--- config.mk ---
export PLATFORM = sky130hd
export DESIGN_NAME = ready_event_collector_flat
export DESIGN_NICKNAME = d
export VERILOG_FILES = /design/src/rtl/ready_event_collector_if.sv /design/src/rtl/ready_event_collector.sv /design/src/flat_wrapper.sv
export SDC_FILE = /design/constraint.sdc
export NUM_CORES = 1
export LEC_CHECK = 0
export BUFFER_PORTS_ARGS = -buffer_cell sky130_fd_sc_hd__buf_2
export CORE_MARGIN = 8
export CORE_UTILIZATION = 30
export DETAILED_ROUTE_END_ITERATION = 8
export MAX_ROUTING_LAYER = met4
export SYNTH_ARGS = -nofsm -noshare
export SYNTH_HDL_FRONTEND = slang
export SYNTH_SLANG_ARGS = --single-unit
--- constraint.sdc ---
create_clock -name clk -period 3.6 [get_ports clk]
set_input_delay 0.36 -clock clk [delete_from_list [all_inputs] [get_ports clk]]
set_output_delay 0.36 -clock clk [all_outputs]
set_load 0.02 [all_outputs]
--- src/rtl/ready_event_collector_if.sv ---
// Handshake bundle for ready_event_collector.
// Carries the start/clr/set_i commands and every collector output.
//   master : drives start, clr, set_i; observes the rest
//   slave  : the collector itself
interface ready_event_collector_if #(
    parameter int NUM_CH = 4,
    parameter int CNT_W  = 8
);
    logic              start;
    logic              clr;
    logic [NUM_CH-1:0] set_i;
    logic [NUM_CH-1:0] ready_o;
    logic [NUM_CH-1:0] rise_o;
    logic              done_o;
    logic              finished_o;
    logic              timeout_o;
    logic [CNT_W-1:0]  edge_cnt_o;
    logic [1:0]        state_o;

    modport master (
        output start, clr, set_i,
        input  ready_o, rise_o, done_o, finished_o,
        input  timeout_o, edge_cnt_o, state_o
    );

    modport slave (
        input  start, clr, set_i,
        output ready_o, rise_o, done_o, finished_o,
        output timeout_o, edge_cnt_o, state_o
    );
endinterface

--- src/rtl/ready_event_collector.sv ---
// Multi-channel sticky ready collector with all/any completion and watchdog.
// Ports: clk, rst (async, active high), bus (slave side of the _if bundle:
//   start, clr, set_i in; ready_o, rise_o, done_o, finished_o,
//   timeout_o, edge_cnt_o, state_o out).
module ready_event_collector #(
    parameter int NUM_CH   = 4,
    parameter int MODE_ANY = 0,
    parameter int CNT_W    = 8,
    parameter int TIMEOUT  = 0,
    parameter int TO_W     = 16
) (
    input  logic                    clk,
    input  logic                    rst,
    ready_event_collector_if.slave  bus
);
    typedef enum logic [1:0] {
        IDLE      = 2'd0,
        ARMED     = 2'd1,
        DONE      = 2'd2,
        TIMED_OUT = 2'd3
    } state_t;

    localparam int SW = CNT_W + 6;

    state_t            state_q, state_d;
    logic [NUM_CH-1:0] ready_q, ready_d;
    logic [NUM_CH-1:0] rise_q, rise_d;
    logic              done_q, done_d;
    logic              fin_q, fin_d;
    logic              to_q, to_d;
    logic [CNT_W-1:0]  cnt_q, cnt_d;
    logic [TO_W-1:0]   wd_q, wd_d;

    logic [NUM_CH-1:0] nxt;
    logic [NUM_CH-1:0] rise_w;
    logic [5:0]        pop;
    logic [SW-1:0]     sum;
    logic              complete;
    logic              expire;

    always_ff @(posedge clk or posedge rst) begin
        if (rst) begin
            state_q <= IDLE;
            ready_q <= '0;
            rise_q  <= '0;
            done_q  <= 1'b0;
            fin_q   <= 1'b0;
            to_q    <= 1'b0;
            cnt_q   <= '0;
            wd_q    <= '0;
        end else begin
            state_q <= state_d;
            ready_q <= ready_d;
            rise_q  <= rise_d;
            done_q  <= done_d;
            fin_q   <= fin_d;
            to_q    <= to_d;
            cnt_q   <= cnt_d;
            wd_q    <= wd_d;
        end
    end

    always_comb begin
        state_d = state_q;
        ready_d = ready_q;
        rise_d  = '0;
        done_d  = 1'b0;
        fin_d   = fin_q;
        to_d    = to_q;
        cnt_d   = cnt_q;
        wd_d    = wd_q;

        nxt    = ready_q | bus.set_i;
        rise_w = bus.set_i & ~ready_q;
        pop    = '0;
        for (int i = 0; i < NUM_CH; i++) begin
            pop = pop + 6'(rise_w[i]);
        end
        sum = SW'(cnt_q) + SW'(pop);

        complete = (MODE_ANY != 0) ? (|nxt) : (&nxt);
        // wd_q counts ARMED cycles already seen, so TIMEOUT-1 marks the last one
        expire   = (TIMEOUT != 0) && (wd_q == TO_W'(TIMEOUT - 1));

        if (bus.clr) begin
            state_d = IDLE;
            ready_d = '0;
            fin_d   = 1'b0;
            to_d    = 1'b0;
            cnt_d   = '0;
            wd_d    = '0;
        end else if (bus.start) begin
            state_d = ARMED;
            ready_d = '0;
            fin_d   = 1'b0;
            to_d    = 1'b0;
            cnt_d   = '0;
            wd_d    = '0;
        end else if (state_q == ARMED) begin
            ready_d = nxt;
            rise_d  = rise_w;
            wd_d    = wd_q + TO_W'(1);
            if (sum > SW'({CNT_W{1'b1}})) begin
                cnt_d = {CNT_W{1'b1}};
            end else begin
                cnt_d = sum[CNT_W-1:0];
            end
            // completion outranks a watchdog expiring in the same cycle
            if (complete) begin
                state_d = DONE;
                done_d  = 1'b1;
                fin_d   = 1'b1;
            end else if (expire) begin
                state_d = TIMED_OUT;
                to_d    = 1'b1;
            end
        end
    end

    assign bus.ready_o    = ready_q;
    assign bus.rise_o     = rise_q;
    assign bus.done_o     = done_q;
    assign bus.finished_o = fin_q;
    assign bus.timeout_o  = to_q;
    assign bus.edge_cnt_o = cnt_q;
    assign bus.state_o    = state_q;
endmodule

--- src/flat_wrapper.sv ---
// flat-port wrapper written by rule: the top's interface ports become plain ports
module ready_event_collector_flat 
#(
    parameter int NUM_CH   = 4,
    parameter int MODE_ANY = 0,
    parameter int CNT_W    = 8,
    parameter int TIMEOUT  = 0,
    parameter int TO_W     = 16
)
  (clk, rst, bus_start, bus_clr, bus_set_i, bus_ready_o, bus_rise_o, bus_done_o, bus_finished_o, bus_timeout_o, bus_edge_cnt_o, bus_state_o);
  ready_event_collector_if #(.NUM_CH(NUM_CH), .CNT_W(CNT_W)) bus_i ();
  input  logic clk;
  input  logic rst;
  input wire logic [$bits(bus_i.start)-1:0] bus_start;
  input wire logic [$bits(bus_i.clr)-1:0] bus_clr;
  input wire logic [$bits(bus_i.set_i)-1:0] bus_set_i;
  output wire logic [$bits(bus_i.ready_o)-1:0] bus_ready_o;
  output wire logic [$bits(bus_i.rise_o)-1:0] bus_rise_o;
  output wire logic [$bits(bus_i.done_o)-1:0] bus_done_o;
  output wire logic [$bits(bus_i.finished_o)-1:0] bus_finished_o;
  output wire logic [$bits(bus_i.timeout_o)-1:0] bus_timeout_o;
  output wire logic [$bits(bus_i.edge_cnt_o)-1:0] bus_edge_cnt_o;
  output wire logic [$bits(bus_i.state_o)-1:0] bus_state_o;
  assign bus_i.start = bus_start;
  assign bus_i.clr = bus_clr;
  assign bus_i.set_i = bus_set_i;
  assign bus_ready_o = bus_i.ready_o;
  assign bus_rise_o = bus_i.rise_o;
  assign bus_done_o = bus_i.done_o;
  assign bus_finished_o = bus_i.finished_o;
  assign bus_timeout_o = bus_i.timeout_o;
  assign bus_edge_cnt_o = bus_i.edge_cnt_o;
  assign bus_state_o = bus_i.state_o;
  ready_event_collector #(.NUM_CH(NUM_CH), .MODE_ANY(MODE_ANY), .CNT_W(CNT_W), .TIMEOUT(TIMEOUT), .TO_W(TO_W)) u_core (.clk(clk), .rst(rst), .bus(bus_i));
endmodule
======== Yosys cells after proc, flatten, opt, wreduce, memory -nomap -nowiden ========
Cells that the tools add are included.
storage, ports and cells
  word-level logic and storage cells ...... 45
  output and inout port bits .............. 21
  input port bits ......................... 8
  register bits ........................... 21
operators by class
  equality and inequality tests ........... 1
  add/subtract/negate cells ............... 4
  order comparisons ....................... 1
  reduce and logical (&&, ||, !) cells .... 5
  multiplexer cells ....................... 24
  bitwise operators ....................... 3
operator list
  operator             number
  $mux 8               4
  $mux 4               6
  $gt 14x8->1 const B  1
  $add 6x1->6          2
  $mux 1               10
  $add 8x6->9          1
  $mux 2               4
  $reduce_bool 3->1    2
  $and 4x4->4          1
  $not 4->4            1
  $or 4x4->4           1
  $reduce_and 4->1     1
  $add 1x1->2          1
  $eq 2x1->1 const B   1
  $reduce_and 2->1     1
  $reduce_bool 2->1    1

======== Logic depth before layout (Yosys ltp) ========
Gate-level depths: netlist of the first run.
  word-level depth ........................ 11
  mapped depth ............................ 9
  depth with buffers taken out ............ 9

======== Worst setup path after synthesis of the first run ========
No wires, ideal clock.
  path type ............................... register -> register
  start ................................... register u_core.ready_q[1] (netlist: u_core.bus.ready_o[1])
  end ..................................... register u_core.cnt_q[4] (netlist: u_core.bus.edge_cnt_o[4])
  required time ........................... 3.460 ns
  cell stages (with the launch flop) ...... 10
  period minus slack after synthesis ...... 2.670 ns
  path slack .............................. 0.930 ns
  path buffers ............................ 0
  setup time .............................. 0.140 ns
  arrival ................................. 2.530 ns
  path through ............................ dfrtp_1 -> nor2b_1 -> ha_1 -> fa_1 -> ha_1 -> fa_1 -> a21o_1 -> and3_1 -> o21ai_1 -> a31oi_1
between the ends
  word-level cells in the longest chain between the ends .. 11
RTL lines
  what                          line                          RTL
  from (decl)                   ready_event_collector.sv:26   logic [NUM_CH-1:0] ready_q, ready_d;
  from (signal assigned)        ready_event_collector.sv:53   ready_q <= ready_d;
  $not 4->4 (*)                 ready_event_collector.sv:74   rise_w = bus.set_i & ~ready_q;
  $and 4x4->4 (*)               ready_event_collector.sv:74
  $add 1x1->2 (*)               ready_event_collector.sv:77   pop = pop + 6'(rise_w[i]);
  $add 6x1->6 (*) (2 in a row)  ready_event_collector.sv:77
  $add 8x6->9 (*)               ready_event_collector.sv:79   sum = SW'(cnt_q) + SW'(pop);
  $gt 14x8->1                   ready_event_collector.sv:103  if (sum > SW'({CNT_W{1'b1}})) begin
  $mux 8 (*)                    ready_event_collector.sv:103
  $mux 8 (*)                    ready_event_collector.sv:99   end else if (state_q == ARMED) begin
  $mux 8 (*)                    ready_event_collector.sv:92   end else if (bus.start) begin
  $mux 8 (*)                    ready_event_collector.sv:85   if (bus.clr) begin
  to (signal assigned)          ready_event_collector.sv:58   cnt_q <= cnt_d;
  to (decl)                     ready_event_collector.sv:31   logic [CNT_W-1:0] cnt_q, cnt_d;
Mark *: on every way between the ends. The rest lies on a longest branch, timed or not. The select of a mux whose other input is x is not followed.
A chain may end at the register's enable or synchronous reset.

======== Worst setup path in the final report of the first run ========
  start ................................... register u_core.ready_q[0] (netlist: u_core.bus.ready_o[0])
  end ..................................... register u_core.cnt_q[7] (netlist: u_core.bus.edge_cnt_o[7])
The elaborated chain is that of the path after synthesis.

==> results of run 1 <==
[where the power goes]
part	switching, W	internal [W]
sequential	0.00000423	0.000218
clock	0.0000657	0.0000433
combinational	0.0000410	0.0000234
total	0.000111	0.000285
[final timing paths]
check,start,slack [ns],depth (start not counted),end
setup reg to reg,u_core.bus.ready_o[0],0.86,8,u_core.bus.edge_cnt_o[7]
min in group clk,bus_clr,0.23,2,u_core.bus.state_o[0]
setup / recovery,u_core.bus.ready_o[0],0.86,8,u_core.bus.edge_cnt_o[7]
hold / removal,rst,0.15,2,u_core.bus.edge_cnt_o[6]
hold reg to reg,u_core.bus.edge_cnt_o[6],0.51,1,u_core.bus.edge_cnt_o[6]
max in group asynchronous,rst,2.99,2,u_core.bus.ready_o[1]
[metal layers]
layer | vias to the layer above | share of wire [%] | global-route usage, % | wire (um)
li1 | 379 | - | - | -
met1 | 363 | 44 | 10.6 | 967
met2 | 19 | 49 | 15.1 | 1080
met3 | 4 | 3.6 | 1.65 | 80
met4 | 0 | 3.4 | 7.33 | 75
met5 | - | 0 | - | 0
[synthesized netlist by cell type, drive strengths merged]
cell	count	share of area [%]
dfrtp	19	49
nor2	12	4.6
and2	1	0.90
a31oi	5	3.2
nand2b	2	2.0
or2	1	0.64
ha	5	6.4
a211oi	2	1.5
conb	1	0.38
nor3	2	2.2
clkbuf	1	0.38
and2b	1	0.77
xnor2	1	0.90
a21o	1	0.77
nor2b	4	2.6
o22ai	2	1.3
a311oi	2	2.4
o21ai	5	2.6
nor4	1	0.64
and3	6	4.3
buf	3	2.0
nand3	2	1.5
inv	3	1.2
fa	2	4.1
a21oi	8	4.1
[state kept, by name (all words and copies together), names as in the netlist]
register               count
u_core.bus.ready_o         4
u_core.bus.done_o          1
u_core.bus.state_o         2
u_core.bus.rise_o          4
u_core.bus.edge_cnt_o      8
[worst max-delay path, cell delays in order, from the launching register on]
cell and delay (ns):
dfrtp_1 0.41, nor2b_1 0.16, ha_1 0.26, fa_1 0.38, ha_1 0.33, ha_1 0.28
a211oi_1 0.38, nor3_4 0.12, a311oi_1 0.31
[cells in the final DEF (no fill, tap or decap), types with 2 or more instances in the layout]
master,Yosys,routed
a21oi_1,8,8
a31oi_1,5,5
dfrtp_1,19,19
ha_1,5,5
buf_2,1,27
o21ai_0,4,4
clkbuf_4,0,3
and3_1,5,5
fa_1,2,2
nor2_1,12,12
nor2b_1,4,4
o22ai_1,2,2
inv_1,3,3
a211oi_1,2,2
[cell families after synthesis]
kind of cell               count (synthesis)
and+or+nand+nor                           32
DFF                                       19
xor gates and xnor gates                   1
adders and majority gates                  7
other                                      1
AOI/OAI and AO/OA                         25
buffers and inverters                      7
[per-stage QoR]
stage / instance area (um^2) / std cells
4_1_cts: 1170 / 163
3_3_place_gp: 1140 / 159
5_1_grt: 1170 / 163
2_1_floorplan: 978 / 92
6_report: 1170 / 163
3_5_place_dp: 1140 / 159
[final cells by class]
| type | instances | share of cell area, % |
|---|---|---|
| Sequential cell | 19 | 40.6 |
| Multi-Input combinational cell | 66 | 40.0 |
| Timing Repair Buffer | 27 | 11.5 |
| Tap cell | 44 | 4.70 |
| Clock buffer | 4 | 2.24 |
| Inverter | 3 | 0.962 |
==> metrics, run 1 <==
Root Driver clkbuf_4; Final WS setup roughly 0.86 ns; status finished clean; fillers 319; n_diodes 0; largest net degree at the start of global routing 20; synthesized flop and latch total 19; Worst Max-Slew Pin Slew slightly above 0.7 ns; Fin Setup TNS 0 ns; fraction of layout cells with a size suffix above 1 roughly 30%; drt drc 0; first-pass GRT wire length approximately 3800 um; xor/xnor share of the synthesized area 0.895%; post-DR wirelength/cell ~13 um; vias in the first global route 832; largest family of logic cells by synthesized area simple AND/OR/NAND/NOR gates; clk buf depth 2; Synth Instances 92; f_max 365 MHz; Core Region a little over 3000 um^2; adder-cell share of the synthesized area 10.5%; Chip Width roughly 73 um; CTS tree yes; Post-Syn Area a little under 1000 um^2; Num CTS Buffers 3; Peak VDD IR about 0.00011 V; input/output buffers 27; global placer's final weighted congestion roughly 0.78; Pleak roughly 0.6 nW; mux cell area share after synthesis 0%; PostCTS Resize Cnt 0; simple-gate share of the synthesized area 20.2%; post-layout min period approximately 2.7 ns; die area 5350 um^2; initial antenna violation count 0; syn_nets roughly 110; final core utilization a little under two fifths; critical path type flip-flop to flip-flop; fin. max-slew vios 0; FP Rows 20; overflow left after global routing 0; max-cap violations 0; Die Y-Extent approximately 73 um; Hold Fails Final Rpt 0; register area 475 um^2; drt total wl about 2200 um; complex-gate fraction of the synthesized area approximately 16%; nets 135; hold_ws about 0.15 ns; drt pass-1 iters 4; GR Util All Layers around a tenth; post-synth cell types 32; HP Class input port to asynchronous set/reset pin; hold buffer count at CTS 0; pre-CTS setup slack around 0.78 ns; Initial Utilization between 30% and 40%; synth warn 0; post-CTS setup buffer count 0; H-Tree Level Count 1; number of I/O pins 29; post-synthesis sequential area ratio between 40 and 50%; vias between 700 and 800; vias per cell ~4.7; clock transition at the registers of the reported paths about 0.11 ns; Multi-input gate area 468 um^2; RSZ-0062 raised after global routing false; Clock Skews 0.00621 ns; max_slew headroom 52.4%; Worst EP required approximately 3.8 ns; clock tree sinks 19; final setup fails 0; Avg Synthesized Cell Area ~11 um^2; Worst Setup End Kind flip-flop; Cell Pwr Density 338 nW/um^2; Final ANT Viol Nets 0; Power Total roughly 0.0004 W; fin crit share 76.1%; Critical Path Start Type flip-flop; clock latency on the worst-skew pair about 0.30 ns; WP data arrival slightly below 3 ns; worst-path fanout max 6; Layout area overhead 19.7%; 1st-iter DRT viols 26; Final HPWL DP between 1500 and 2000 um
Note: power is estimated with default switching activity, not from simulation.
==> run 2: changes to the inputs <==
==> constraint.sdc (replaced) <==
create_clock -name clk -period 2.33 [get_ports clk]
set_input_delay 0.233 -clock clk [delete_from_list [all_inputs] [get_ports clk]]
set_output_delay 0.233 -clock clk [all_outputs]
set_load 0.02 [all_outputs]
==> metrics, run 2 (synthesized netlist as in run 1, its figures left out) <==
initial antenna violation count 0 (unchanged); Final HPWL DP 1840 um (was 1760 um); n_diodes 0 (unchanged); fin crit share 107% (was 76.1%); drt pass-1 iters 4 (unchanged); status finished, violations left (was finished clean); largest net degree at the start of global routing 20 (unchanged); GR Util All Layers 9.68% (was 9.59%); max_slew headroom 50.5% (was 52.4%); Worst Setup End Kind flip-flop (unchanged); H-Tree Level Count 1 (unchanged); vias per cell 4.74 (was 4.69); post-layout min period 2.49 ns (was 2.74 ns); Multi-input gate area 594 um^2 (was 468 um^2); failing checks setup timing; Chip Width 73.1 um (unchanged); die area 5350 um^2 (unchanged); Pleak 0.668 nW (was 0.618 nW); most frequent cells in the layout 27 x buf_2, 17 x dfrtp_1, 11 x nor2_1 (was 27 x buf_2, 19 x dfrtp_1, 12 x nor2_1); drt total wl 2380 um (was 2200 um); HP Class input port to asynchronous set/reset pin (unchanged); Clock Skews 0.00489 ns (was 0.00621 ns); clock tree sinks 19 (unchanged); register area 478 um^2 (was 475 um^2); Critical Path Start Type flip-flop (unchanged); post-route non-filler standard cell count 172 (was 163); hold_ws 0.0502 ns (was 0.148 ns); Fin Setup TNS -0.652 ns (was 0 ns); reg2reg setup slack -0.16 ns (was 0.86 ns); CP most frequent cell ha_4 (was ha_1); Worst path max stage delay 0.44 ns (was 0.41 ns); WP data arrival 2.70 ns (was 2.94 ns); Num CTS Buffers 3 (unchanged); number of buffer and inverter stages on the critical path 0 (unchanged); crit-path cells nor2b_4 > ha_4 > fa_2 > ha_4 > ha_4 > a211oi_4 > nor3_4 > a31oi_1 > a311oi_2 (was nor2b_1 > ha_1 > fa_1 > ha_1 > ha_1 > a211oi_1 > nor3_4 > a311oi_1); final core utilization 44.4% (was 38.0%); Die Y-Extent 73.1 um (unchanged); Initial Utilization 31.8% (unchanged); overflow left after global routing 0 (unchanged); RSZ-0062 raised after global routing true (was false); number of I/O pins 29 (unchanged); vias 816 (was 765); 1st-iter DRT viols 27 (was 26); number of flip-flops in the largest register 8 (unchanged); placed inst area 1230 um^2 (was 1140 um^2); global placer's final weighted congestion 0.838 (was 0.782); input/output buffers 27 (unchanged); Core Region 3080 um^2 (unchanged); max-cap violations 0 (unchanged); clock transition at the registers of the reported paths 0.11 ns (about the same); vias in the first global route 876 (was 832); FP Rows 20 (unchanged); Inst Count DP 167 (was 159); Final WS setup -0.159 ns (was 0.860 ns); critical path type flip-flop to flip-flop (unchanged); Layout area overhead 39.8% (was 19.7%); clock latency on the worst-skew pair 0.29 ns (was 0.30 ns); Peak VDD IR 0.000148 V (was 0.000108 V); Worst EP required 2.54 ns (was 3.80 ns); Cell Pwr Density 477 nW/um^2 (was 338 nW/um^2); Root Driver clkbuf_4 (unchanged); CTS tree yes (unchanged); fraction of layout cells with a size suffix above 1 50.0% (was 30.3%); clk buf depth 2 (unchanged); f_max 402 MHz (was 365 MHz); critical path's slowest cell dfrtp_2 (was dfrtp_1); first-pass GRT wire length 3970 um (was 3820 um); Hold Fails Final Rpt 0 (unchanged); FF-to-FF path depth 9 (was 8); CP delay by family, top adder cells (unchanged); final setup fails 8 (was 0); design area 1370 um^2 (was 1170 um^2); fin. max-slew vios 0 (unchanged); worst-path fanout max 6 (unchanged); Final ANT Viol Nets 0 (unchanged); fillers 297 (was 319); drt drc 0 (unchanged); Worst Max-Slew Pin Slew 0.741 ns (was 0.713 ns); nets 144 (was 135); Critical R2R Capture u_core.bus.edge_cnt_o[5] (was u_core.bus.edge_cnt_o[7]); R2R Path Start u_core.bus.ready_o[1] (was u_core.bus.ready_o[0]); post-DR wirelength/cell 13.8 um (was 13.5 um); commonest non-fill, non-tap cell in the layout buf_2 (unchanged)
-- run 2: changes by cell type in the layout (fill, tap and decap cells not counted), sizes merged --
cell,delta
buf,+9
-- run 2: per-stage QoR --
step,worst slack (ns),power [W]
floorplan,-0.135,0.000430
global placement,-0.167,0.000466
detailed placement,-0.250,0.000472
CTS,-0.166,0.000657
global route,-0.257,0.000687
finish,-0.159,0.000652
-- run 2: worst max-delay path by stage --
stage,start,endpoint,cells after the start,slack (ns)
detailed placement,u_core.bus.ready_o[1],u_core.bus.edge_cnt_o[6],9,-0.25
finish,u_core.bus.ready_o[1],u_core.bus.edge_cnt_o[5],9,-0.16
global route,u_core.bus.ready_o[1],u_core.bus.edge_cnt_o[5],9,-0.26
floorplan,u_core.bus.ready_o[1],u_core.bus.edge_cnt_o[4],9,-0.14
CTS,u_core.bus.ready_o[1],u_core.bus.edge_cnt_o[5],9,-0.17
global placement,u_core.bus.ready_o[1],u_core.bus.edge_cnt_o[4],9,-0.17
-- run 2: what timing repair did --
item                       CTS  global route
pin swaps                    4             6
hold endpoints to repair     0             0
resized for setup           10             7
setup buffers                1             0
hold buffers                 0             0
setup endpoints to repair    8             8
cloned                       0             0
-- run 2: layout make-up --
class / count / share of cell area (%)
multi-input combinational: 66 / 43.5
sequential: 19 / 34.9
timing repair buffer: 36 / 14.8
tap: 44 / 4.03
clock buffer: 4 / 1.92
inverter: 3 / 0.823
-- run 2: routing by layer --
layer  track usage, %  part of all wire (%)  wire length, um  vias to the layer above
met2             16.1                    50             1180                       16
met5                -                     0                0                        -
met3             1.24                   3.7               87                        2
li1                 -                     -                -                      397
met1             11.0                    45             1080                      401
met4             5.33                   1.4               34                        0
-- run 2: where the power goes --
group          switching (W)  internal, W
Sequential        0.00000757     0.000337
Combinational      0.0000796    0.0000644
Clock              0.0000971    0.0000665
